`src/rtl/load_store_unit_pkg.sv`:
```
// Shared definitions for the load/store unit: memory access modes, RV32I
// load/store funct3 encodings, FSM state type and the request legality check.
package load_store_unit_pkg;

  // Access size codes understood by the data memory (addrUnit)
  localparam logic [1:0] BYTE_MEMORY_MODE     = 2'b00;
  localparam logic [1:0] HALFWORD_MEMORY_MODE = 2'b01;
  localparam logic [1:0] WORD_MEMORY_MODE     = 2'b10;

  // RV32I load funct3
  localparam logic [2:0] F3_LB  = 3'b000;
  localparam logic [2:0] F3_LH  = 3'b001;
  localparam logic [2:0] F3_LW  = 3'b010;
  localparam logic [2:0] F3_LBU = 3'b100;
  localparam logic [2:0] F3_LHU = 3'b101;

  // RV32I store funct3
  localparam logic [2:0] F3_SB  = 3'b000;
  localparam logic [2:0] F3_SH  = 3'b001;
  localparam logic [2:0] F3_SW  = 3'b010;

  typedef enum logic [1:0] {
    LSU_IDLE    = 2'b00,
    LSU_ACCESS  = 2'b01,
    LSU_CAPTURE = 2'b10,
    LSU_DONE    = 2'b11
  } lsu_state_t;

  // A request is rejected for an unused funct3, a store with the unsigned bit
  // set, or an address not aligned to its access size.
  function automatic logic lsu_req_error(input logic       store,
                                         input logic [2:0] funct3,
                                         input logic [1:0] addr_lo);
    logic bad_f3;
    logic misaligned;
    bad_f3 = (funct3 == 3'b011) || (funct3[2:1] == 2'b11) || (store && funct3[2]);
    case (funct3[1:0])
      2'b01:   misaligned = addr_lo[0];
      2'b10:   misaligned = (addr_lo != 2'b00);
      default: misaligned = 1'b0;
    endcase
    return bad_f3 || misaligned;
  endfunction

endpackage

```
`src/rtl/load_store_unit_extend.sv`:
```
// Combinational sign/zero extension of the raw memory word according to the
// load funct3. The memory returns byte/half data right-aligned.
module load_extend
  import load_store_unit_pkg::*;
#(
  parameter int WORD_WIDTH = 32
) (
  input  logic [2:0]            funct3,
  input  logic [WORD_WIDTH-1:0] raw,
  output logic [WORD_WIDTH-1:0] ext
);

  // Select extension by access size and signedness
  always_comb begin
    ext = raw;
    case (funct3)
      F3_LB:   ext = {{(WORD_WIDTH-8){raw[7]}}, raw[7:0]};
      F3_LBU:  ext = {{(WORD_WIDTH-8){1'b0}}, raw[7:0]};
      F3_LH:   ext = {{(WORD_WIDTH-16){raw[15]}}, raw[15:0]};
      F3_LHU:  ext = {{(WORD_WIDTH-16){1'b0}}, raw[15:0]};
      F3_LW:   ext = raw;
      default: ext = raw;
    endcase
  end

endmodule

```
`src/rtl/load_store_unit.sv`:
```
// Load/store initiator: accepts one request, validates it, issues a single
// one-cycle memory strobe, then returns an extended load result with done.
module load_store_unit
  import load_store_unit_pkg::*;
#(
  parameter int ADDR_WIDTH = 32,
  parameter int WORD_WIDTH = 32
) (
  input  logic                  clk,
  input  logic                  rst_n,
  input  logic                  reqValid,
  output logic                  reqReady,
  input  logic                  reqStore,
  input  logic [2:0]            reqFunct3,
  input  logic [ADDR_WIDTH-1:0] reqAddr,
  input  logic [WORD_WIDTH-1:0] reqWData,
  output logic                  done,
  output logic                  error,
  output logic [WORD_WIDTH-1:0] loadData,
  output logic                  memRead,
  output logic                  memWrite,
  output logic [1:0]            addrUnit,
  output logic [ADDR_WIDTH-1:0] memAddr,
  output logic [WORD_WIDTH-1:0] memWData,
  input  logic [WORD_WIDTH-1:0] memRData
);

  lsu_state_t            state_r;
  lsu_state_t            state_nxt_s;
  logic                  accept_s;
  logic                  req_err_s;
  logic                  store_r;
  logic [2:0]            funct3_r;
  logic [ADDR_WIDTH-1:0] addr_r;
  logic [WORD_WIDTH-1:0] wdata_r;
  logic                  err_r;
  logic [WORD_WIDTH-1:0] load_data_r;
  logic [WORD_WIDTH-1:0] ext_data_s;

  assign accept_s  = reqValid & (state_r == LSU_IDLE);
  assign req_err_s = lsu_req_error(reqStore, reqFunct3, reqAddr[1:0]);

  load_extend #(.WORD_WIDTH(WORD_WIDTH)) u_extend (
    .funct3 (funct3_r),
    .raw    (memRData),
    .ext    (ext_data_s)
  );

  // FSM state register; async reset abandons any in-flight request
  always_ff @(posedge clk or negedge rst_n) begin
    if (!rst_n) begin
      state_r <= LSU_IDLE;
    end else begin
      state_r <= state_nxt_s;
    end
  end

  // Latch the request fields and its legality at acceptance
  always_ff @(posedge clk or negedge rst_n) begin
    if (!rst_n) begin
      store_r  <= 1'b0;
      funct3_r <= 3'b000;
      addr_r   <= '0;
      wdata_r  <= '0;
      err_r    <= 1'b0;
    end else if (accept_s) begin
      store_r  <= reqStore;
      funct3_r <= reqFunct3;
      addr_r   <= reqAddr;
      wdata_r  <= reqWData;
      err_r    <= req_err_s;
    end
  end

  // Memory data is only valid during CAPTURE; keep the extended value until the next load
  always_ff @(posedge clk or negedge rst_n) begin
    if (!rst_n) begin
      load_data_r <= '0;
    end else if (state_r == LSU_CAPTURE) begin
      load_data_r <= ext_data_s;
    end
  end

  // Next-state: illegal requests skip the memory entirely, stores skip CAPTURE
  always_comb begin
    state_nxt_s = state_r;
    case (state_r)
      LSU_IDLE: begin
        if (accept_s) begin
          state_nxt_s = req_err_s ? LSU_DONE : LSU_ACCESS;
        end else begin
          state_nxt_s = LSU_IDLE;
        end
      end
      LSU_ACCESS: begin
        if (store_r) begin
          state_nxt_s = LSU_DONE;
        end else begin
          state_nxt_s = LSU_CAPTURE;
        end
      end
      LSU_CAPTURE: state_nxt_s = LSU_DONE;
      LSU_DONE:    state_nxt_s = LSU_IDLE;
      default:     state_nxt_s = LSU_IDLE;
    endcase
  end

  // Outputs decoded from the registered state only
  always_comb begin
    reqReady = 1'b0;
    memRead  = 1'b0;
    memWrite = 1'b0;
    done     = 1'b0;
    error    = 1'b0;
    case (state_r)
      LSU_IDLE: reqReady = 1'b1;
      LSU_ACCESS: begin
        memRead  = ~store_r;
        memWrite = store_r;
      end
      LSU_CAPTURE: reqReady = 1'b0;
      LSU_DONE: begin
        done  = 1'b1;
        error = err_r;
      end
      default: reqReady = 1'b0;
    endcase
  end

  assign addrUnit = funct3_r[1:0];
  assign memAddr  = addr_r;
  assign memWData = wdata_r;
  assign loadData = load_data_r;

endmodule

```
`config.mk`:
```
export PLATFORM = sky130hd
export DESIGN_NAME = load_store_unit
export DESIGN_NICKNAME = d
export VERILOG_FILES = /design/src/rtl/load_store_unit_pkg.sv /design/src/rtl/load_store_unit_extend.sv /design/src/rtl/load_store_unit.sv
export SDC_FILE = /design/constraint.sdc
export NUM_CORES = 1
export LEC_CHECK = 0
export CAP_MARGIN = 10
export CORE_MARGIN = 4
export CORE_UTILIZATION = 44
export CTS_BUF_LIST = sky130_fd_sc_hd__clkbuf_16
export DETAILED_ROUTE_END_ITERATION = 7
export GPL_ROUTABILITY_DRIVEN = 0
export PLACE_DENSITY = 0.91
export SYNTH_ARGS = -nofsm -noshare
export SYNTH_HDL_FRONTEND = slang
export SYNTH_HIERARCHICAL = 1
export SYNTH_SLANG_ARGS = --single-unit
```
`constraint.sdc`:
```
create_clock -name clk -period 2.6 [get_ports clk]
set_clock_uncertainty 0.05 [all_clocks]
set_input_delay 0.26 -clock clk [delete_from_list [all_inputs] [get_ports clk]]
set_output_delay 0.26 -clock clk [all_outputs]
set_load 0.02 [all_outputs]
```
-- After elaboration in Yosys (flattened, before gate mapping)
Cells that the tools add are included.
Widths: inputs -> output; s select.
- input bits: 103
- bits in registers: 103
- output and inout port bits: 103
- word-level logic and storage cells: 37
- multiplexer cells: 11
- eq/ne operators: 10
- reduce and logical (&&, ||, !) cells: 7
- bitwise operators: 2
- operators by type and width (cell ; count):
    $pmux 32 s4 ; 1
    $eq 2x2->1 const B ; 4
    $pmux 2 s4 ; 1
    $eq 3x3->1 const B ; 2
    $mux 1 ; 6
    $eq 2x1->1 const B ; 2
    $mux 2 ; 2
    $eq 3x1->1 const B ; 1
    $eq 3x2->1 const B ; 1
    $logic_not 3->1 ; 1
    $logic_or 1x1->1 ; 3
    $logic_not 2->1 ; 1
    $pmux 1 s2 ; 1
    $reduce_bool 2->1 ; 1
    $and 1x1->1 ; 1
    $logic_and 1x1->1 ; 1
    $not 1->1 ; 1

-- Longest topological paths before layout
- depth after elaboration: 7
- depth in mapped cells: 6
- depth with buffers taken out: 5

-- Modules after synthesis
Netlist, hierarchy kept.
- modules (own cells, without submodules) (module ; seq. area each (sq um) ; instances ; area each (sq um) ; cells each):
    load_store_unit ; 2577.5 ; 1 ; 4053.9 ; 247
    load_extend ; 0.0 ; 1 ; 355.3 ; 67

-- Worst setup path after synthesis
No wires, ideal clock.
- path kind: register to register
- from: reg state_r[0]
- to: reg addr_r[21] (netlist: memAddr[21])
- path slack: 1.004 ns
- library setup time: 0.125 ns
- stages on the path, launching flop included: 6
- path buffers: 1
- arrival: 1.421 ns
- clock period less this slack: 1.596 ns
- required time: 2.425 ns
- cell sequence: dfrtp_1 -> inv_1 -> ha_1 -> nand2_4 -> clkbuf_8 -> mux2_4
- longest elaborated chain between the ends: 2
- RTL lines (what ; line ; RTL):
    from (decl) ; load_store_unit.sv:28 ; lsu_state_t state_r;
    from (signal assigned) ; load_store_unit.sv:54 ; state_r <= state_nxt_s;
    $logic_not 2->1 ; load_store_unit.sv:40 ; assign accept_s = reqValid & (state_r == LSU_IDLE);
    $and 1x1->1 ; load_store_unit.sv:40 ;
    to (signal assigned) ; load_store_unit.sv:69 ; addr_r <= reqAddr;
    to (decl) ; load_store_unit.sv:34 ; logic [ADDR_WIDTH-1:0] addr_r;
Every way passes these cells.
A chain may end at the register's enable or synchronous reset.

-- Worst setup path after layout
- from: reg state_r[0]
- to: out reqReady
- longest elaborated chain between the ends: 2
- RTL lines (what ; line ; RTL):
    $logic_not 2->1 ; load_store_unit.sv:115 ; case (state_r)
    $mux 1 ; load_store_unit.sv:115 ;
    to (decl) ; load_store_unit.sv:12 ; output logic reqReady,
Every way passes these cells.

==> flow_summary.ini <==
[outcome]
status = complete, no violations

[worst_setup_path]
critPathLaunchType = flop
critical_path_peak_fanout = 3
worst-path-buf-inv = 2
arrival_ns = 1.75
cp-end-kind = output pin
critical_path.slowest_cell = clkdlybuf4s50_1
slowest_delay_ns = 0.64
critPathTopFamily = buffers and inverters
crit_type = flop to output pin
crit_required_ns = 2.29
cp_cell_sequence = inv_1 -> ha_1 -> clkdlybuf4s50_1

[sta]
setup_tns_ns = 0
fin_crit_sh = 0.793
min_period_ns = 2.06
setup_violations = 0
drv_slew = 0
hold_viol = 0
worst_pin_slew_ns = 0.668
relSlewSlack = 0.546
max_freq_ghz = 0.485
grt_setup_unrepaired = no

[final_layout]
antenna-diode-count = 0
area_growth_pct = 52.9
drive_gt1_frac = 0.238
nFillCells = 736
stdcell_area_sq_mm = 0.00674
stdcell_count = 646
nNetsFinal = 619

[logic_synthesis]
synth_cells = 314
ys_types = 27
avgSynthCellArea_sq_um = 14.0
ys_seq_elements = 103
synth-seq-area-share = 0.585
synth_area_sq_mm = 0.00441
syn-num-nets = 425
ys_warn_count = 6

[place]
hpwl_microns = 8430
place_area_sq_mm = 0.00646
dp_cells = 629
io_buffer_count = 205

[run]
cap_violations = 0

[drt]
wl_microns = 11000
drc = 0
viasPerCell = 4.83
post_drt_wl_per_cell_microns = 17.0
drt_iter0_drc = 104
dr.pass1.iters = 4
vias = 3119
antenna_left = 0

[clock_network]
numCtsBuffers = 9
cts_max_level = 3
clkSinkCount = 103
cts-root-buf = clkbuf_16
cts_tree = done
cts-resized-gates = 0
clock_latency_ns = 0.33
clk_pin_slew_ns = 0.08
clockBufferDepth = 2

[floorplanning]
initial_core_util = 0.451
chipWidth_microns = 108
pin_count = 206
core_area_sq_mm = 0.00977
rows = 36
die_h_microns = 108
die-area_sq_mm = 0.0117

[min_path]
hp-class = input port to asynchronous set/reset pin

[global_routing]
grt_pass1_vias = 3364
grt_use_total = 0.185
antenna_found_initial = 0
grt_max_degree = 56
gr-total-overflow = 0
grt_first_pass_wirelength_microns = 17000

[power_and_ir_drop]
p_leak_nw = 2.86
power.density_mw_per_mm2 = 1270
finalPower_w = 0.00854
peakVddDrop_mv = 0.688
[metrics by stage]
| step | util | hold WS, ns | setup slack [ns] |
|---|---|---|---|
| global route | 0.690 | 0.277 | 0.429 |
| floorplan | - | -0.0856 | 1.00 |
| finish | 0.690 | 0.267 | 0.538 |
| global placement | 0.661 | 0.0674 | 0.731 |
| detailed placement | 0.661 | 0.0764 | 0.687 |
| CTS | 0.690 | 0.261 | 0.521 |
[cells in the mapped netlist]
cell type / number / area [sq um]
o221a_2: 1 / 11.3
nor3b_1: 1 / 7.51
or2_1: 1 / 6.26
nand2_1: 27 / 101
o22ai_1: 1 / 6.26
buf_6: 3 / 33.8
nand3_1: 1 / 5.00
o21ai_0: 28 / 140
buf_4: 12 / 90.1
nand2_4: 1 / 11.3
mux2_4: 4 / 60.1
clkbuf_8: 5 / 68.8
nand3b_1: 1 / 7.51
and2_1: 2 / 12.5
nand2b_1: 1 / 6.26
dfrtp_1: 103 / 2580
mux2_1: 1 / 11.3
nor2_1: 3 / 11.3
ha_1: 8 / 100
inv_1: 5 / 18.8
clkbuf_2: 1 / 5.00
nor2b_1: 1 / 6.26
mux2_2: 93 / 1050
clkbuf_1: 3 / 11.3
mux2i_2: 1 / 13.8
buf_2: 5 / 25.0
or4b_4: 1 / 13.8
[report_power, final]
part / leakage (nW) / switching [W] / internal, W
logic: 1.50 / 0.00204 / 0.00237
clock network: 0.131 / 0.000586 / 0.000650
registers: 1.23 / 0.000491 / 0.00240
[flip-flops by register name, summed over array words and instances, names as in the netlist]
signal / count
memWData: 32
memAddr: 32
state_r: 2
loadData: 32
err_r: 1
funct3_r: 3
store_r: 1
[logic make-up after synthesis]
| logic type | share of synthesized area |
|---|---|
| flip-flops | 0.585 |
| AND/OR/NAND/NOR | 0.0429 |
| adder cells (fa/ha/maj) | 0.0227 |
| multiplexers | 0.257 |
| buffers and inverters | 0.0573 |
| AO/OA/AOI/OAI | 0.0358 |
[placed cells by master, fill, tap and decap left out]
cell type	n
and2_1	2
buf_12	2
buf_4	5
clkbuf_16	9
clkdlybuf4s50_1	204
clkinv_1	2
clkinv_2	1
clkinv_4	1
clkinvlp_4	1
dfrtp_1	103
dlygate4sd3_1	1
ha_1	8
inv_1	5
inv_6	2
mux2_1	1
mux2_2	93
mux2_4	4
mux2i_2	1
nand2_1	27
nand2_4	1
nand2b_1	1
nand3_1	1
nand3b_1	1
nor2_1	3
nor2b_1	1
nor3b_1	1
o21ai_0	28
o221a_2	1
o22ai_1	1
or2_1	1
or4b_4	1
[final timing paths]
check | startpoint | to | slack [ns] | cells past startpoint
worst min register to register | err_r | err_r | 0.43 | 2
min in group clk | err_r | err_r | 0.43 | 2
worst min-delay path | rst_n | memWData[31] | 0.27 | 2
worst max-delay path | state_r[0] | reqReady | 0.54 | 3
max in group asynchronous | rst_n | memAddr[8] | 1.52 | 3
worst max register to register | state_r[0] | memWData[18] | 0.72 | 5
[per-layer routing]
layer | track usage | routed length (microns) | up-vias
met1 | 0.220 | 4180 | 1529
met5 | 0 | 0 | -
li1 | - | - | 1453
met4 | 0.0532 | 144 | 0
met3 | 0.0561 | 957 | 13
met2 | 0.324 | 5680 | 124
[final cells by class]
| cell class | instances | area, sq um | share of cell area |
|---|---|---|---|
| Multi-Input combinational cell | 177 | 1580 | 0.234 |
| Tap cell | 133 | 166 | 0.0247 |
| Inverter | 5 | 18.8 | 0.00278 |
| Clock buffer | 9 | 225 | 0.0334 |
| Sequential cell | 103 | 2580 | 0.382 |
| Clock inverter | 7 | 46.3 | 0.00687 |
| Timing Repair Buffer | 212 | 2130 | 0.316 |
[timing repair]
action,CTS,global route
hold buffers,1,0
setup buffers,0,0
hold endpoints to repair,11,0
(Power assumes the default switching activity.)
